==> config.mk <==
export PLATFORM = sky130hd
export DESIGN_NAME = ub_write_arbiter
export DESIGN_NICKNAME = d
export VERILOG_FILES = /design/src/rtl/ub_write_arbiter.sv
export SDC_FILE = /design/constraint.sdc
export NUM_CORES = 1
export LEC_CHECK = 0
export ABC_AREA = 0
export BUFFER_PORTS_ARGS = -buffer_cell sky130_fd_sc_hd__buf_2
export CORE_ASPECT_RATIO = 2
export CORE_UTILIZATION = 44
export CTS_CLUSTER_DIAMETER = 120
export DETAILED_ROUTE_END_ITERATION = 6
export GPL_ROUTABILITY_DRIVEN = 0
export GPL_TIMING_DRIVEN = 0
export HOLD_SLACK_MARGIN = 0.06
export MAX_ROUTING_LAYER = met4
export PLACE_DENSITY = 0.82
export SLEW_MARGIN = 20
export SYNTH_ARGS = -nofsm -noshare
export SYNTH_HDL_FRONTEND = slang
export SYNTH_SLANG_ARGS = --single-unit
==> constraint.sdc <==
create_clock -name clk -period 3 [get_ports clk]
set_input_delay 0.15 -clock clk [delete_from_list [all_inputs] [get_ports clk]]
set_output_delay 0.15 -clock clk [all_outputs]
set_load 0.05 [all_outputs]
==> src/rtl/ub_write_arbiter.sv <==
// Unified-buffer write arbiter: round-robin over two accumulator burst
// writers and a host single-word port, with a shared auto-incrementing pointer.
module ub_write_arbiter #(
    parameter int DATA_W     = 32,
    parameter int ADDR_W     = 6,
    parameter int BASE_ADDR  = 0,
    parameter int LIMIT_ADDR = 29
) (
    input  logic              clk,
    input  logic              reset,
    input  logic              acc1_req,
    input  logic [DATA_W-1:0] acc1_data0,
    input  logic [DATA_W-1:0] acc1_data1,
    output logic              acc1_ack,
    input  logic              acc2_req,
    input  logic [DATA_W-1:0] acc2_data0,
    input  logic [DATA_W-1:0] acc2_data1,
    output logic              acc2_ack,
    input  logic              host_req,
    input  logic [ADDR_W-1:0] host_addr,
    input  logic [DATA_W-1:0] host_data,
    output logic              host_ack,
    input  logic              ptr_clear,
    output logic              ub_wr_en,
    output logic [ADDR_W-1:0] ub_wr_addr,
    output logic [DATA_W-1:0] ub_wr_data,
    output logic [ADDR_W-1:0] wr_ptr,
    output logic              full
);

    localparam logic [ADDR_W-1:0] BASE = ADDR_W'(BASE_ADDR);

    typedef enum logic [1:0] {IDLE, ACC_W0, ACC_W1, HOST_W} state_t;
    typedef enum logic [1:0] {G_ACC1, G_ACC2, G_HOST} grant_t;

    state_t state;
    grant_t grant;
    grant_t last_grant;
    grant_t win;
    logic   clear_pending;
    logic   e1, e2, eh, win_valid;
    logic [ADDR_W-1:0] ptr_inc;

    // Extra bit keeps the compare exact when LIMIT_ADDR is the top address.
    function automatic logic is_full(input logic [ADDR_W-1:0] p);
        return ({1'b0, p} + (ADDR_W+1)'(2)) > (ADDR_W+1)'(LIMIT_ADDR + 1);
    endfunction

    assign e1        = acc1_req & ~full;
    assign e2        = acc2_req & ~full;
    assign eh        = host_req;
    assign win_valid = e1 | e2 | eh;
    assign ptr_inc   = wr_ptr + ADDR_W'(1);

    always_comb begin
        win = G_ACC1;
        case (last_grant)
            G_HOST:  win = e1 ? G_ACC1 : (e2 ? G_ACC2 : G_HOST);
            G_ACC1:  win = e2 ? G_ACC2 : (eh ? G_HOST : G_ACC1);
            default: win = eh ? G_HOST : (e1 ? G_ACC1 : G_ACC2);
        endcase
    end

    // ACC_W0/ACC_W1/HOST_W are the cycles in which the registered write is visible.
    always_ff @(posedge clk or negedge reset) begin
        if (!reset) begin
            state         <= IDLE;
            grant         <= G_HOST;
            last_grant    <= G_HOST;
            clear_pending <= 1'b0;
            wr_ptr        <= BASE;
            full          <= is_full(BASE);
            ub_wr_en      <= 1'b0;
            ub_wr_addr    <= '0;
            ub_wr_data    <= '0;
            acc1_ack      <= 1'b0;
            acc2_ack      <= 1'b0;
            host_ack      <= 1'b0;
        end else begin
            ub_wr_en <= 1'b0;
            acc1_ack <= 1'b0;
            acc2_ack <= 1'b0;
            host_ack <= 1'b0;
            if (ptr_clear && state != IDLE) begin
                clear_pending <= 1'b1;
            end
            case (state)
                IDLE: begin
                    if (clear_pending || ptr_clear) begin
                        wr_ptr        <= BASE;
                        full          <= is_full(BASE);
                        clear_pending <= 1'b0;
                    end else if (win_valid) begin
                        grant      <= win;
                        last_grant <= win;
                        ub_wr_en   <= 1'b1;
                        if (win == G_HOST) begin
                            state      <= HOST_W;
                            ub_wr_addr <= host_addr;
                            ub_wr_data <= host_data;
                            host_ack   <= 1'b1;
                        end else begin
                            state      <= ACC_W0;
                            ub_wr_addr <= wr_ptr;
                            ub_wr_data <= (win == G_ACC2) ? acc2_data0
                                                          : acc1_data0;
                            wr_ptr     <= ptr_inc;
                            full       <= is_full(ptr_inc);
                        end
                    end
                end
                ACC_W0: begin
                    state      <= ACC_W1;
                    ub_wr_en   <= 1'b1;
                    ub_wr_addr <= wr_ptr;
                    ub_wr_data <= (grant == G_ACC2) ? acc2_data1 : acc1_data1;
                    wr_ptr     <= ptr_inc;
                    full       <= is_full(ptr_inc);
                    acc1_ack   <= (grant == G_ACC1);
                    acc2_ack   <= (grant == G_ACC2);
                end
                ACC_W1:  state <= IDLE;
                HOST_W:  state <= IDLE;
                default: state <= IDLE;
            endcase
        end
    end

endmodule
# Word level (Yosys, flattened, before mapping)
# Cells that the tools add are included.
# totals
regBits	54
# op_classes
add_sub_neg	2
order_cmp	1
eq_ne	11
mux	41
bitwise_logic	6
reduce_logical	11
# op_table
op	n
32-bit 2-to-1 mux	5
32-bit case mux with 2 select lines	1
6-bit 2-to-1 mux	6
6-bit case mux with 2 select lines	2
2-bit 2-to-1 mux	8
1-bit 2-to-1 mux	15
3-bit AND reduction	3
2-bit equality test, second input constant	4
6-bit by 2-bit adder with 7-bit output, second input constant	1
7-bit by 5-bit greater-than comparator with 1-bit output, second input constant	1
6-bit by 1-bit adder with 6-bit output, second input constant	1
2-bit by 1-bit equality test with 1-bit output, second input constant	3
3-bit inequality test, second input constant	2
2-bit case mux with 3 select lines	1
2-bit zero test	2
2-bit inequality test, second input constant	2
1-bit case mux with 2 select lines	2
2-bit case mux with 2 select lines	1
2-bit nonzero test	2
1-bit AND	2
1-bit inverter	2
1-bit bitwise OR	2
2-bit AND reduction	1
2-bit OR reduction	1
other kinds (2)	2

# Logic depth before layout (Yosys ltp)
# depth
depth_word	11
ltp_mapped	9

# Worst setup path after synthesis
# OpenSTA, ideal clock, no wires.
# synth_path
path_type	register to register
start	reg wr_ptr[0]
end	reg full
setup_time_ps	69
t_arrival_ps	2473
path_slack_ps	458
stages_incl_launch_ff	10
synth_period_minus_slack_ps	2542
cell_sequence	dfrtp_1 ha_1 clkbuf_1 xor2_1 ha_1 a21bo_2 a311oi_1 a21oi_1 o221ai_1 a32o_1
# synth_between
elab_chain_len	7
# synth_rtl
item	line_no	text
start, declared	27	output logic [ADDR_W-1:0] wr_ptr,
start signal, assigned	107	wr_ptr <= ptr_inc;
start signal, assigned	117	wr_ptr <= ptr_inc;
6-bit by 1-bit adder with 6-bit output (*)	53	assign ptr_inc = wr_ptr + ADDR_W'(1);
6-bit by 2-bit adder with 7-bit output (*)	46	return ({1'b0, p} + (ADDR_W+1)'(2)) > (ADDR_W+1)'(LIMIT_ADDR + 1);
7-bit by 5-bit greater-than comparator with 1-bit output (*)	46	
1-bit 2-to-1 mux	97	if (win == G_HOST) begin
1-bit 2-to-1 mux	93	end else if (win_valid) begin
1-bit 2-to-1 mux	89	if (clear_pending || ptr_clear) begin
1-bit case mux with 2 select lines (*)	87	case (state)
end signal, assigned	91	full <= is_full(BASE);
end signal, assigned	108	full <= is_full(ptr_inc);
end signal, assigned	118	full <= is_full(ptr_inc);
end, declared	28	output logic full
# Every way passes the cells marked *; elsewhere a longest branch is shown, timed or not. The select of a mux whose other input is x is not followed.
# A chain may end at the register's enable or synchronous reset.

# Worst setup path after layout
# Same ends and word-level chain as after synthesis.

==> run metrics <==
status finished clean; crit path time final between 2000 and 3000 ps; clk_lat worst skew 300 ps; Worst Setup Start Kind flip-flop; ANT cells 0; layout cells sized above 1 0.415; WP data arrival 2800 ps; Fin Setup TNS 0 ps; Worst-path clk slew 70 ps; Static Leakage around 2.6 nW; DRT Pass-1 Iters 4; max-slew violations 0; register area share after synthesis 0.383; RSZ-0062 raised after global routing false; Placement Cell Area around 4800 µm²; final core utilization 0.641; DR WL/cell 16.6 µm; FP Rows between 40 and 50; Max Freq between 0.3 and 0.4 GHz; clk_skew roughly 7 ps; via count 3788; clk buf depth 2; post-route cell area 4910 µm²; initial antenna violation count 0; clock sinks 54; Die Width about 65 µm; post-DP HPWL roughly 9100 µm; Worst setup EP type flip-flop; Final Hold Fails 0; # IOs between 200 and 250; post-CTS setup buffers 0; most frequent cells in the layout buf_2 (228), mux2i_1 (70), dfrtp_1 (53); Root Buffer clkbuf_16; H-tree Lvls 2; commonest non-fill, non-tap cell in the layout buf_2; Die Ht around 130 µm; Post-Synthesis Cell Area around 3500 µm²; synth warn 0; core area between 7000 and 8000 µm²; worst vdd ir roughly 610 µV; DRC viols 0; IO Port Bufs 220; Starting Density 0.461; Critical Path RT about 3200 ps; fill count 671; Mapped Nets about 540; drt total wl ~11000 µm; Top FF cell, synth dfrtp_1; count of final setup violators 0; CP max FO 7; nets@finish between 700 and 800; post-synth cell types 43; aggregate global-route resource usage 0.279; vias in the first global route ~3800; TritonCTS clock tree done; hold slack approximately 130 ps; synth-to-layout area growth 39.1%; Synth async-reset ratio 1.00; part of the cycle the worst path needs 0.852; post-synthesis instance total roughly 370; antenna viol nets, final 0; Worst-Margin Slew approximately 700 ps; number of flops mapped to enable cells by yosys 0; pwr dens around 1100 nW/µm²; TritonCTS Buffers 5; GRT Residual Overflow 0; MaxCap Viol Count 0; critical setup path kind reg -> reg; post-DR vias/cell 5.50; largest net degree at the start of global routing 55; Post-Syn Area per Cell a little under 10 µm²; Pwr Total between 5 and 6 mW; global-route wire length before repair around 17000 µm; die area about 8400 µm²; flops & latches, synth 54; CTS resizes 0; Max-Slew Margin vs Limit 0.543; Worst Hold Class in -> reg; Starting DRT DRC Count 213
[cell type report]
class / instances / area, µm² / share of cell area
buffer: 34 / 165 / 0.0336
timing repair buffer: 221 / 1110 / 0.227
inverter: 6 / 22.5 / 0.00459
multi-input combinational: 272 / 1990 / 0.405
clock inverter: 1 / 5.00 / 0.00102
tap: 94 / 118 / 0.0240
sequential: 54 / 1350 / 0.275
clock buffer: 7 / 143 / 0.0291
[repair_timing]
action / in CTS / in global routing
endpoints found under the setup margin: 0 / 0
hold buffers: 1 / 0
hold endpoints to repair: 53 / 0
[cells by family after synthesis]
kind of cell	count (synthesis)	share of synthesized area
buffers and inverters	40	0.0532
xor gates and xnor gates	5	0.0124
and+or+nand+nor	95	0.122
AOI/OAI and AO/OA	98	0.218
DFF	54	0.383
adders and majority gates	4	0.0135
muxes	70	0.198
[worst paths after layout]
| check | depth (start not counted) | slack [ps] | startpoint | end |
|---|---|---|---|---|
| setup reg to reg | 9 | 440 | wr_ptr[0]$_DFFE_PN0P_ | full$_DFFE_PN0P_ |
| setup / recovery | 9 | 440 | wr_ptr[0]$_DFFE_PN0P_ | full$_DFFE_PN0P_ |
| hold reg to reg | 2 | 480 | ub_wr_data[31]$_DFFE_PN0P_ | ub_wr_data[31]$_DFFE_PN0P_ |
| hold / removal | 3 | 130 | ptr_clear | clear_pending$_DFF_PN0_ |
| min in group asynchronous | 2 | 430 | reset | acc1_ack$_DFF_PN0_ |
| max in group asynchronous | 2 | 2110 | reset | ub_wr_data[4]$_DFFE_PN0P_ |
[flip-flops by register name, summed over array words and instances (netlist names), 2 cells and up]
| register | flops |
|---|---|
| ub_wr_addr | 6 |
| wr_ptr | 6 |
| state | 2 |
| ub_wr_data | 32 |
| last_grant | 2 |
[worst max-delay path, cell delays in order (launching register included)]
cell and delay (ps):
dfrtp_1 470, ha_1 200, clkbuf_1 280, xor2_1 350, ha_1 290, a21bo_2 230
a311oi_1 240, a21oi_1 70, o221ai_1 190, a32o_1 180
[Yosys cell counts, types with 2 or more instances]
cell type | count | area, µm²
buf_2 | 9 | 45.0
xnor2_1 | 2 | 17.5
a22o_1 | 2 | 17.5
clkbuf_1 | 21 | 78.8
a21oi_1 | 3 | 15.0
o2bb2ai_1 | 2 | 17.5
buf_6 | 3 | 33.8
nor2_1 | 8 | 30.0
nand2b_1 | 3 | 18.8
xor2_1 | 3 | 26.3
nand2_1 | 40 | 150
a21o_1 | 2 | 15.0
ha_1 | 3 | 37.5
mux2i_1 | 70 | 701
nor3_1 | 33 | 165
nor3b_1 | 2 | 15.0
nor2b_1 | 3 | 18.8
dfrtp_1 | 53 | 1330
inv_1 | 5 | 18.8
nand3_1 | 4 | 20.0
o21ai_0 | 12 | 60.1
a221o_1 | 32 | 320
o21ai_1 | 31 | 155
[layer usage]
metal / wire [µm] / up-vias / part of all wire / global-route usage
met5: 0 / - / 0 / -
met1: 4380 / 1773 / 0.38 / 0.290
met3: 537 / 29 / 0.047 / 0.0417
met4: 337 / 0 / 0.029 / 0.118
met2: 6210 / 161 / 0.54 / 0.506
li1: - / 1825 / - / -
[through the flow]
stage / instances / setup WS, ps
6_report: 689 / 443
5_1_grt: 689 / 299
4_1_cts: 689 / 447
3_5_place_dp: 680 / 456
3_3_place_gp: 680 / 595
2_1_floorplan: 366 / 458
[where the power goes]
group	internal, mW	switching, mW
logic	1.15	2.38
registers	1.06	0.191
clock network	0.332	0.262
total	2.53	2.83
Power figures use the tool's default switching activity.
